--- config.mk ---
export PLATFORM = sky130hd
export DESIGN_NAME = pe_input_flat
export DESIGN_NICKNAME = d
export VERILOG_FILES = /design/src/rtl/pe_input_pkg.sv /design/src/rtl/pe_input_if.sv /design/src/rtl/pe_input_vc.sv /design/src/rtl/pe_input.sv /design/src/flat_wrapper.sv
export SDC_FILE = /design/constraint.sdc
export NUM_CORES = 1
export LEC_CHECK = 0
export CORE_AREA = 2 2 130 132
export CTS_CLUSTER_SIZE = 20
export DETAILED_ROUTE_END_ITERATION = 10
export DIE_AREA = 0 0 132 134
export DONT_BUFFER_PORTS = 1
export SYNTH_ARGS = -nofsm -noshare
export SYNTH_HDL_FRONTEND = slang
export SYNTH_SLANG_ARGS = --single-unit
--- constraint.sdc ---
create_clock -name clk -period 1.38 [get_ports clk]
set_input_delay 0.207 -clock clk [delete_from_list [all_inputs] [get_ports clk]]
set_output_delay 0.207 -clock clk [all_outputs]
set_load 0.1 [all_outputs]
--- src/rtl/pe_input_pkg.sv ---
// Shared ring-router definitions: packet geometry, per-VC FSM encoding and
// the request/grant bundles exchanged with the PE-injection VC buffers.
package pe_input_pkg;
  localparam int DATA_WIDTH = 64;
  localparam int DIR_BIT    = 62;
  localparam int VC_BIT     = 63;
  localparam int NUM_VC     = 2;
  localparam int VC_EVEN    = 0;
  localparam int VC_ODD     = 1;

  typedef logic [DATA_WIDTH-1:0] pkt_t;

  typedef enum logic [2:0] {
    ST_IDLE  = 3'b001,
    ST_REQ   = 3'b010,
    ST_DRAIN = 3'b100
  } vc_state_e;

  typedef enum logic {
    DIR_CW  = 1'b0,
    DIR_CCW = 1'b1
  } dir_e;

  typedef struct packed {
    logic grant_cw;
    logic grant_ccw;
  } vc_gnt_t;

  typedef struct packed {
    logic req_cw;
    logic req_ccw;
    pkt_t data;
  } vc_rsp_t;
endpackage

--- src/rtl/pe_input_if.sv ---
// PE handshake plus the per-VC arbiter request/grant/data bundle of one node.
interface pe_input_if;
  import pe_input_pkg::*;

  logic pesi;
  logic peri;
  pkt_t pedi;
  logic request_cw_even, request_cw_odd, request_ccw_even, request_ccw_odd;
  logic grant_cw_even, grant_cw_odd, grant_ccw_even, grant_ccw_odd;
  pkt_t data_out_even_cw, data_out_even_ccw;
  pkt_t data_out_odd_cw, data_out_odd_ccw;

  modport master (
    output pesi, pedi,
    output grant_cw_even, grant_cw_odd, grant_ccw_even, grant_ccw_odd,
    input  peri,
    input  request_cw_even, request_cw_odd, request_ccw_even, request_ccw_odd,
    input  data_out_even_cw, data_out_even_ccw, data_out_odd_cw, data_out_odd_ccw
  );

  modport slave (
    input  pesi, pedi,
    input  grant_cw_even, grant_cw_odd, grant_ccw_even, grant_ccw_odd,
    output peri,
    output request_cw_even, request_cw_odd, request_ccw_even, request_ccw_odd,
    output data_out_even_cw, data_out_even_ccw, data_out_odd_cw, data_out_odd_ccw
  );
endinterface

--- src/rtl/pe_input_vc.sv ---
// One virtual channel's injection buffer: holds a packet, requests the ring
// named by its header and waits for the grant to rise and then fall.
module pe_input_vc
  import pe_input_pkg::*;
(
  input  logic    clk,
  input  logic    rst,
  input  logic    accept_en_i,
  input  pkt_t    data_i,
  input  vc_gnt_t gnt_i,
  output logic    busy_o,
  output vc_rsp_t rsp_o
);
  vc_state_e state_q, state_d;
  pkt_t      buf_q;
  dir_e      dir;
  logic      gnt_sel;
  logic      accept;

  assign dir     = dir_e'(buf_q[DIR_BIT]);
  assign gnt_sel = (dir == DIR_CCW) ? gnt_i.grant_ccw : gnt_i.grant_cw;
  assign accept  = accept_en_i & (state_q == ST_IDLE);

  // Buffer only loads on accept so data_out stays valid while the grant is sampled.
  always_ff @(posedge clk) begin
    if (rst) begin
      state_q <= ST_IDLE;
      buf_q   <= '0;
    end else begin
      state_q <= state_d;
      if (accept) buf_q <= data_i;
    end
  end

  // DRAIN waits for grant low so a lingering grant cannot consume a refill.
  always_comb begin
    state_d = state_q;
    unique case (state_q)
      ST_IDLE:  if (accept)   state_d = ST_REQ;
      ST_REQ:   if (gnt_sel)  state_d = ST_DRAIN;
      ST_DRAIN: if (!gnt_sel) state_d = ST_IDLE;
      default:                state_d = ST_IDLE;
    endcase
  end

  assign busy_o        = (state_q != ST_IDLE);
  assign rsp_o.req_cw  = (state_q == ST_REQ) && (dir == DIR_CW);
  assign rsp_o.req_ccw = (state_q == ST_REQ) && (dir == DIR_CCW);
  assign rsp_o.data    = buf_q;
endmodule

--- src/rtl/pe_input.sv ---
// PE-injection side of a ring router node: steers the PE packet into the
// VC selected by the global polarity and fans the VC buffers out to both rings.
module pe_input
  import pe_input_pkg::*;
(
  input  logic        clk,
  input  logic        rst,
  input  logic        polarity,
  pe_input_if.slave   bus
);
  logic [NUM_VC-1:0]          busy;
  logic [NUM_VC-1:0]          accept_en;
  vc_gnt_t [NUM_VC-1:0]       gnt;
  vc_rsp_t [NUM_VC-1:0]       rsp;
  logic                       peri;

  assign peri     = ~rst & ~busy[polarity];
  assign bus.peri = peri;

  assign gnt[VC_EVEN] = '{grant_cw: bus.grant_cw_even, grant_ccw: bus.grant_ccw_even};
  assign gnt[VC_ODD]  = '{grant_cw: bus.grant_cw_odd,  grant_ccw: bus.grant_ccw_odd};

  for (genvar v = 0; v < NUM_VC; v++) begin : g_vc
    assign accept_en[v] = bus.pesi & peri & (polarity == 1'(v));

    pe_input_vc u_vc (
      .clk         (clk),
      .rst         (rst),
      .accept_en_i (accept_en[v]),
      .data_i      (bus.pedi),
      .gnt_i       (gnt[v]),
      .busy_o      (busy[v]),
      .rsp_o       (rsp[v])
    );
  end

  assign bus.request_cw_even   = rsp[VC_EVEN].req_cw;
  assign bus.request_ccw_even  = rsp[VC_EVEN].req_ccw;
  assign bus.request_cw_odd    = rsp[VC_ODD].req_cw;
  assign bus.request_ccw_odd   = rsp[VC_ODD].req_ccw;
  assign bus.data_out_even_cw  = rsp[VC_EVEN].data;
  assign bus.data_out_even_ccw = rsp[VC_EVEN].data;
  assign bus.data_out_odd_cw   = rsp[VC_ODD].data;
  assign bus.data_out_odd_ccw  = rsp[VC_ODD].data;
endmodule

--- src/flat_wrapper.sv ---
// flat-port wrapper written by rule: the top's interface ports become plain ports
module pe_input_flat import pe_input_pkg::*;
  (clk, rst, polarity, bus_pesi, bus_pedi, bus_grant_cw_even, bus_grant_cw_odd, bus_grant_ccw_even, bus_grant_ccw_odd, bus_peri, bus_request_cw_even, bus_request_cw_odd, bus_request_ccw_even, bus_request_ccw_odd, bus_data_out_even_cw, bus_data_out_even_ccw, bus_data_out_odd_cw, bus_data_out_odd_ccw);
  pe_input_if bus_i ();
  input  logic clk;
  input  logic rst;
  input  logic polarity;
  input wire logic [$bits(bus_i.pesi)-1:0] bus_pesi;
  input wire logic [$bits(bus_i.pedi)-1:0] bus_pedi;
  input wire logic [$bits(bus_i.grant_cw_even)-1:0] bus_grant_cw_even;
  input wire logic [$bits(bus_i.grant_cw_odd)-1:0] bus_grant_cw_odd;
  input wire logic [$bits(bus_i.grant_ccw_even)-1:0] bus_grant_ccw_even;
  input wire logic [$bits(bus_i.grant_ccw_odd)-1:0] bus_grant_ccw_odd;
  output wire logic [$bits(bus_i.peri)-1:0] bus_peri;
  output wire logic [$bits(bus_i.request_cw_even)-1:0] bus_request_cw_even;
  output wire logic [$bits(bus_i.request_cw_odd)-1:0] bus_request_cw_odd;
  output wire logic [$bits(bus_i.request_ccw_even)-1:0] bus_request_ccw_even;
  output wire logic [$bits(bus_i.request_ccw_odd)-1:0] bus_request_ccw_odd;
  output wire logic [$bits(bus_i.data_out_even_cw)-1:0] bus_data_out_even_cw;
  output wire logic [$bits(bus_i.data_out_even_ccw)-1:0] bus_data_out_even_ccw;
  output wire logic [$bits(bus_i.data_out_odd_cw)-1:0] bus_data_out_odd_cw;
  output wire logic [$bits(bus_i.data_out_odd_ccw)-1:0] bus_data_out_odd_ccw;
  assign bus_i.pesi = bus_pesi;
  assign bus_i.pedi = bus_pedi;
  assign bus_i.grant_cw_even = bus_grant_cw_even;
  assign bus_i.grant_cw_odd = bus_grant_cw_odd;
  assign bus_i.grant_ccw_even = bus_grant_ccw_even;
  assign bus_i.grant_ccw_odd = bus_grant_ccw_odd;
  assign bus_peri = bus_i.peri;
  assign bus_request_cw_even = bus_i.request_cw_even;
  assign bus_request_cw_odd = bus_i.request_cw_odd;
  assign bus_request_ccw_even = bus_i.request_ccw_even;
  assign bus_request_ccw_odd = bus_i.request_ccw_odd;
  assign bus_data_out_even_cw = bus_i.data_out_even_cw;
  assign bus_data_out_even_ccw = bus_i.data_out_even_ccw;
  assign bus_data_out_odd_cw = bus_i.data_out_odd_cw;
  assign bus_data_out_odd_ccw = bus_i.data_out_odd_ccw;
  pe_input u_core (.clk(clk), .rst(rst), .polarity(polarity), .bus(bus_i));
endmodule
# Yosys cells after proc, flatten, opt, wreduce, memory -nomap -nowiden
# Index checks and enable logic that the tools add are counted.
op_classes:
  magnitude_cmp: 1
  eq_ne: 14
  mux: 12
  bitwise: 11
  n_reduce_logical: 6
op_table:
  columns: ["operator", "count"]
  rows:
  - ["2-to-1 mux 3 bit", 6]
  - ["case mux 3 bit (3 select lines)", 2]
  - ["!= test 2 bit (second input constant)", 6]
  - ["bitwise AND 1 bit", 6]
  - ["equality test 3 x 1 -> 1 bit (second input constant)", 2]
  - ["equality test 3 x 2 -> 1 bit (second input constant)", 2]
  - ["equality test 3 bit (second input constant)", 2]
  - ["!= test 3 x 1 -> 1 bit (second input constant)", 2]
  - ["AND reduction 3 bit", 2]
  - ["inverter 1 bit", 5]
  - ["logical AND 1 bit", 4]
  - ["2-to-1 mux 1 bit", 4]
  - ["< comparator 1 x 2 -> 1 bit (second input constant)", 1]
totals:
  register_bits: 134
  in_bits: 72
  out_inout_bits: 261
  wordCells: 48

# Depth between registers and ports, before layout
# Gate-level depths: netlist (run 1).
logic_depth:
  word_depth: 10
  mapped_depth: 7
  mapped_depth_nobuf: 3

# Cells and area by module
# Synthesis (run 1) repeated with hierarchy kept, for this count alone.
hier_totals:
  hier_cells: 729
  area_unflattened_um2: 6538.8
by_module_without_submodules:
  columns: ["module", "n_inst", "cells_per_inst", "area_each_um2", "seq_area_each_um2"]
  rows:
  - ["pe_input_vc", 2, 298, 2766.4, 1341.3]
  - ["pe_input", 1, 133, 1006.0, 0.0]

# Least setup slack after synthesis (run 1)
# No wires, ideal clock.
synth_path:
  path_kind: "reg2out"
  startpoint: "reg u_core.g_vc[1].u_vc.buf_q[62]"
  endpoint: "out bus_request_ccw_odd"
  arrival_time_ps: 3952
  required_ps: 1173
  path_slack_ps: -2779
  stages_incl_launch_ff: 2
  n_path_buf: 0
  cell_sequence: "dfxtp_1 nor4bb_1"
synth_between:
  elab_chain_cells: 1
synth_lines:
  columns: ["item", "line", "text"]
  rows:
  - ["from (decl)", "pe_input_vc.sv:15", "pkt_t buf_q;"]
  - ["from (signal assigned)", "pe_input_vc.sv:31", "if (accept) buf_q <= data_i;"]
  - ["logical AND 1 bit", "pe_input_vc.sv:48", "assign rsp_o.req_ccw = (state_q == ST_REQ) && (dir == DIR_CCW);"]
  - ["to (decl)", "flat_wrapper.sv:18", "output wire logic [$bits(bus_i.request_ccw_odd)-1:0] bus_request_ccw_odd;"]
# Every way passes these cells.

# Final worst setup path (run 1)
layout_path:
  startpoint: "reg u_core.g_vc[0].u_vc.state_q[1]"
  endpoint: "reg u_core.g_vc[0].u_vc.buf_q[7]"
layout_between:
  elab_chain_cells: 8
  word_cells_on_any_way: 9
  classes_between: "2 x eq/ne; 2 x mux; 5 x bitwise"
layout_lines:
  columns: ["item", "line", "text"]
  rows:
  - ["from (decl)", "pe_input_vc.sv:14", "vc_state_e state_q, state_d;"]
  - ["from (signal assigned)", "pe_input_vc.sv:30", "state_q <= state_d;"]
  - ["!= test 3 x 1 -> 1 bit", "pe_input_vc.sv:46", "assign busy_o = (state_q != ST_IDLE);"]
  - ["2-to-1 mux 1 bit (not written as such) (2 in series)", "pe_input.sv:17", "assign peri = ~rst & ~busy[polarity];"]
  - ["inverter 1 bit", "pe_input.sv:17", null]
  - ["bitwise AND 1 bit", "pe_input.sv:17", null]
  - ["bitwise AND 1 bit (2 in series)", "pe_input.sv:24", "assign accept_en[v] = bus.pesi & peri & (polarity == 1'(v));"]
  - ["bitwise AND 1 bit *", "pe_input_vc.sv:22", "assign accept = accept_en_i & (state_q == ST_IDLE);"]
  - ["to (signal assigned)", "pe_input_vc.sv:31", null]
  - ["to (decl)", "pe_input_vc.sv:15", null]
# Mark *: on every way between the ends. The rest lies on a longest branch, timed or not. The select of a mux whose other input is x is not followed.
# A chain may end at the register's enable or synchronous reset.

==> results of run 1 <==
sequential cells by signal, summed over array words and instances (netlist names):
signal	cells
u_core.g_vc.u_vc.state_q	6
u_core.g_vc.u_vc.buf_q	128
layout make-up:
| class | count | area [µm²] |
|---|---|---|
| inverter | 3 | 13.8 |
| tap | 220 | 275 |
| multi-input combinational | 355 | 2470 |
| fill | 1165 | 5590 |
| timing repair buffer | 273 | 4480 |
| clock inverter | 11 | 119 |
| clock buffer | 21 | 492 |
| sequential | 134 | 2860 |
cell usage in the layout (no fill, tap or decap), types with 9 or more instances in the layout:
cell type,Yosys,final
o21ai_2,0,26
buf_4,128,22
o21ai_1,0,20
and3_4,0,16
nand3_1,64,64
buf_16,0,10
a31o_1,48,48
buf_12,0,150
buf_6,6,17
a31o_4,0,9
nand2_1,66,66
clkbuf_16,0,24
dlygate4sd3_1,0,66
and3_1,63,47
dfxtp_2,0,130
o21ai_0,65,17
worst min-delay path by stage:
stage,startpoint,end,slack (ns),cells after the start
floorplan,bus_pedi[62],u_core.g_vc[1].u_vc.buf_q[62]$_SDFFE_PP0P_,0.34,2
global placement,rst,u_core.g_vc[0].u_vc.state_q[1]$_SDFFE_PP0P_,0.28,1
detailed placement,rst,u_core.g_vc[0].u_vc.state_q[1]$_SDFFE_PP0P_,0.29,1
CTS,bus_pedi[42],u_core.g_vc[0].u_vc.buf_q[42]$_SDFFE_PP0P_,0.002,2
global route,bus_pedi[31],u_core.g_vc[0].u_vc.buf_q[31]$_SDFFE_PP0P_,0.01,2
finish,bus_pesi,u_core.g_vc[0].u_vc.buf_q[34]$_SDFFE_PP0P_,0.01,3
through the flow:
stage,util [%],total power [mW]
final,65.7,14.2
after global routing,65.7,14.6
after floorplan,-,8.00
after CTS,62.9,14.1
after detailed placement,50.6,8.92
after global placement,50.6,8.87
power groups by stage:
stage	sequential, mW	combinational, mW	clock, mW
finish	4.33	5.13	4.74
global route	4.34	5.23	5.00
CTS	4.33	4.98	4.80
detailed placement	4.41	4.51	0
global placement	4.39	4.47	0
floorplan	5.80	2.20	0
tightest hold or removal path, cell delays in order:
cell and delay [ns]:
inv_1 0.03, o211ai_1 0.09, o21ai_1 0.07
routing by layer:
metal  share of wire (%)  track usage, %  wire [µm]  vias to the layer above
li1                    -               -          -                     2468
met4                 3.1            10.6        743                        0
met3                 7.3            7.07       1750                       68
met5                   0               0          0                        -
met2                  51            43.0      12400                      338
met1                  38            29.5       9210                     2724
kinds of logic (layout without fill, tap and decap cells):
kind of cell,Yosys count,count (layout),share of synthesized area (%)
xor gates and xnor gates,1,1,0.145
and+or+nand+nor,217,217,19.0
muxes,2,2,0.332
buffers and inverters,188,308,20.7
DFF,134,134,44.5
AOI/OAI and AO/OA,135,135,15.3
timing repair:
| item | CTS | global route |
|---|---|---|
| setup endpoints to repair | 70 | 112 |
| hold buffers | 66 | 0 |
| pin swaps | 32 | 22 |
| gates resized for setup | 54 | 112 |
| buffers inserted | 16 | 11 |
| hold endpoints to repair | 70 | 0 |
| cloned | 14 | 8 |
==> impl_metrics.ini, run 1 <==
[run_status]
status = complete, but fails checks
violations = setup timing

[min_path]
hp-class = input port to flip-flop

[route]
drt_iter0_drc = 344
drtPass1Iterations = 5
wl_per_cell_um = 23.7
drt-vias-per-instance = 5.50
detail-route-antenna-nets = 0
wl_um = 24100
drcViolationCount = 0
dr_total_vias = 5598

[critical_path]
end_kind = flip-flop
path_depth = 10
cp_top_family = buffers and inverters
worstPathArrival_ns = 2.23
path_common_cell = buf_6
r2r_end = u_core.g_vc[0].u_vc.buf_q[7]$_SDFFE_PP0P_
crit_type = flip-flop to flip-flop
crit_start = u_core.g_vc[0].u_vc.state_q[1]$_SDFFE_PP0P_
start_kind = flip-flop
critPathSlowestCell = dfxtp_4
crit_required_ns = 1.74
r2r_start = u_core.g_vc[0].u_vc.state_q[1]$_SDFFE_PP0P_
crit_path_max_fanout = 8
endpoint = u_core.g_vc[0].u_vc.buf_q[7]$_SDFFE_PP0P_
max_stage_delay_ns = 0.34
reg2reg_depth = 10
path_cells = buf_4, buf_6, nor4b_4, buf_6, buf_6, buf_8, buf_12, buf_16, and3_4, a31o_4
reg2reg_slack_ns = -0.49
worst-path-buf-inv = 7

[power_and_ir_drop]
power_leakage_nw = 4.37
power.density_nw_per_um2 = 1330
switchingPower_mw = 5.75
power.share.switching_pct = 40.5
seqPwrFrac_pct = 30.5
p_int_mw = 8.45
p_clk_share_pct = 33.4
irDropWorstVdd_mv = 0.915
comb_power_share_pct = 36.1

[yosys]
synth_cells = 677
syn_avg_cell_area_um2 = 8.90
yosys_register_bits = 134
synth_edf_count = 0
syn_area_um2 = 6020
syn_nets = 749
synth-main-ff-cell = dfxtp_1
synth-seq-area-share_pct = 44.5
ys_async_sr_fraction_pct = 0
synthTopCellsByCount = dfxtp_1, buf_4, nand2_1
yosysMostFrequentCell = dfxtp_1
yosysWarnings = 0
synth_top_area_share_pct = 44.5
synth_top_area_cell = dfxtp_1
synth_cell_types = 35
synth_area_leaders = dfxtp_1, buf_4, a31o_1

[die]
core_region_area_um2 = 16300
io_pins = 333
die-area_um2 = 17700
fp.dieH_um = 134
fp.dieW_um = 132
start_util_pct = 37.0
rows = 47

[timing]
slew_viol_final = 0
slew_headroom_pct = 78.3
clock_skew_ns = 0.0104
period_needed_ns = 1.87
setup_viol = 70
holdWs_ns = 0.0129
rsz0062_at_grt = true
worst_pin_slew_ns = 0.317
hold_viol_final = 0
fin_crit_sh_pct = 136
fmax_mhz = 534
fin_tns_setup_ns = -26.66
fin_ws_ns = -0.492

[placed_design]
place.gp.congestion = 0.780
dp_hpwl_um = 12800
dp_cells = 875
io_buffers = 0
place_ws_ns = -0.0826
dpl-instance-area_um2 = 8240

[finish]
drive_above_1_share_pct = 56.1
fin_area_um2 = 10700
nets = 856
synthToLayoutAreaGrowth_pct = 77.7
fin_cells = 1017
antennaDiodeCount = 0

[clock_tree]
cts.htree.levels = 4
cts_root_buf = clkbuf_16
cts_tree = done
cts_sinks = 134
cts_buffers = 17
clockBufferDepth = 2
clkTransAtPathRegs_ns = 0.06
worst_skew_pair.late_latency_ns = 0.43

[grt]
grtUsageTotal_pct = 25.1
grt-ovfl-total = 0
grt_pass1_wl_um = 34000
grt_max_degree = 66
first_global_vias = 5780
antenna_found_initial = 0

[job]
cap_violations = 0
(Power assumes the default switching activity.)
==> run 2: changes to the inputs <==
Settings changed: TNS_END_PERCENT set to 50.
==> impl_metrics.ini, run 2 (synthesis results as in run 1) <==
[run_status]
status = complete, but fails checks
violations = setup timing

[critical_path]
r2r_end = u_core.g_vc[0].u_vc.buf_q[8]$_SDFFE_PP0P_
max_stage_delay_ns = 0.56
critPathSlowestCell = or4b_4
end_kind = output pin
crit_start = u_core.g_vc[0].u_vc.state_q[1]$_SDFFE_PP0P_
start_kind = flip-flop
reg2reg_depth = 8
crit_required_ns = 1.17
endpoint = bus_peri
crit_type = flip-flop to output pin
crit_path_max_fanout = 2
r2r_start = u_core.g_vc[0].u_vc.state_q[1]$_SDFFE_PP0P_
reg2reg_slack_ns = -0.34
worstPathArrival_ns = 1.69
path_cells = or4b_4, a21oi_4, buf_12

[power_and_ir_drop]
power.density_nw_per_um2 = 1350
irDropWorstVdd_mv = 0.805
power_leakage_nw = 4.11
total_power_mw = 13.7

[die]
io_pins = 333
fp.dieH_um = 134
start_util_pct = 37.0
die-area_um2 = 17700
fp.dieW_um = 132
core_region_area_um2 = 16300
rows = 47

[timing]
fin_tns_setup_ns = -19.00
holdWs_ns = 0.0218
hold_viol_final = 0
setup_viol = 73
rsz0062_at_grt = true
clock_skew_ns = 0.0155
slew_headroom_pct = 75.1
slew_viol_final = 0
fin_ws_ns = -0.514
fmax_mhz = 528
fin_crit_sh_pct = 137
period_needed_ns = 1.89
worst_pin_slew_ns = 0.363

[route]
dr_total_vias = 5375
drt-vias-per-instance = 5.41
drtPass1Iterations = 4
wl_um = 20900
drcViolationCount = 0
detail-route-antenna-nets = 0
drt_iter0_drc = 329
wl_per_cell_um = 21.1

[placed_design]
io_buffers = 0
place_ws_ns = -0.0819
place.gp.congestion = 0.820
dp_cells = 868
dpl-instance-area_um2 = 8150
dp_hpwl_um = 12100

[grt]
grtUsageTotal_pct = 22.2
first_global_vias = 5571
grt-ovfl-total = 0
grt_pass1_wl_um = 30700
grt_max_degree = 74
antenna_found_initial = 0

[finish]
nets = 833
antennaDiodeCount = 0
top_regs = u_core.g_vc.u_vc.buf_q (128), u_core.g_vc.u_vc.state_q (6)
fin_cells = 994
final_common_cell = buf_12
top_register = u_core.g_vc.u_vc.buf_q
mostFrequentLayoutCells = buf_12, dfxtp_2, dlygate4sd3_1
synthToLayoutAreaGrowth_pct = 68.3
largest_reg_flops = 128
utilization_pct = 62.3
fin_area_um2 = 10100
drive_above_1_share_pct = 49.7

[clock_tree]
cts.htree.levels = 4
clockBufferDepth = 2
cts_tree = done
cts_buffers = 17
worst_skew_pair.late_latency_ns = 0.42
cts_sinks = 134
cts_root_buf = clkbuf_16
clkTransAtPathRegs_ns = 0.06

[min_path]
hp-class = input port to flip-flop

[job]
cap_violations = 0
## run 2: worst min-delay path by stage
stage,startpoint,endpoint,depth (start not counted)
global placement,rst,u_core.g_vc[0].u_vc.state_q[1]$_SDFFE_PP0P_,1
finish,bus_pedi[54],u_core.g_vc[0].u_vc.buf_q[54]$_SDFFE_PP0P_,2
detailed placement,rst,u_core.g_vc[0].u_vc.state_q[1]$_SDFFE_PP0P_,1
floorplan,bus_pedi[62],u_core.g_vc[1].u_vc.buf_q[62]$_SDFFE_PP0P_,2
global route,bus_pedi[62],u_core.g_vc[0].u_vc.buf_q[62]$_SDFFE_PP0P_,2
CTS,bus_pedi[39],u_core.g_vc[0].u_vc.buf_q[39]$_SDFFE_PP0P_,2
## run 2: critical path, delay by kind of cell, from the launching register on
family	cells	cell delay, ns
and+or+nand+nor	1	0.56
DFF	1	0.35
buffers and inverters	1	0.19
AOI/OAI and AO/OA	1	0.16
## run 2: where the power goes
| group | leakage (nW) | internal [mW] | switching (mW) |
|---|---|---|---|
| clock network | 0.283 | 2.79 | 1.67 |
| registers | 1.15 | 4.12 | 0.205 |
| logic | 2.68 | 1.28 | 3.62 |
## run 2: area by class of cell
cell class / count / area, µm²
sequential: 134 / 2860
timing repair buffer: 250 / 4040
multi-input combinational: 355 / 2370
tap: 220 / 275
fill: 1205 / 6150
clock buffer: 23 / 478
clock inverter: 9 / 100
inverter: 3 / 13.8
## run 2: what timing repair did
action,in CTS,in global routing
pin swaps,7,66
gates cloned,6,7
setup buffers,10,5
resized for setup,30,42
hold buffers,68,0
endpoints found under the hold margin,70,0
endpoints found under the setup margin,72,127
## run 2: layer usage
metal  up-vias  GRT usage [%]  part of all wire [%]
li1       2402              -                     -
met1      2639           25.2                    40
met2       298           38.9                    51
met3        36           6.39                   6.1
met4         0           9.42                   2.2
met5         -              0                     0
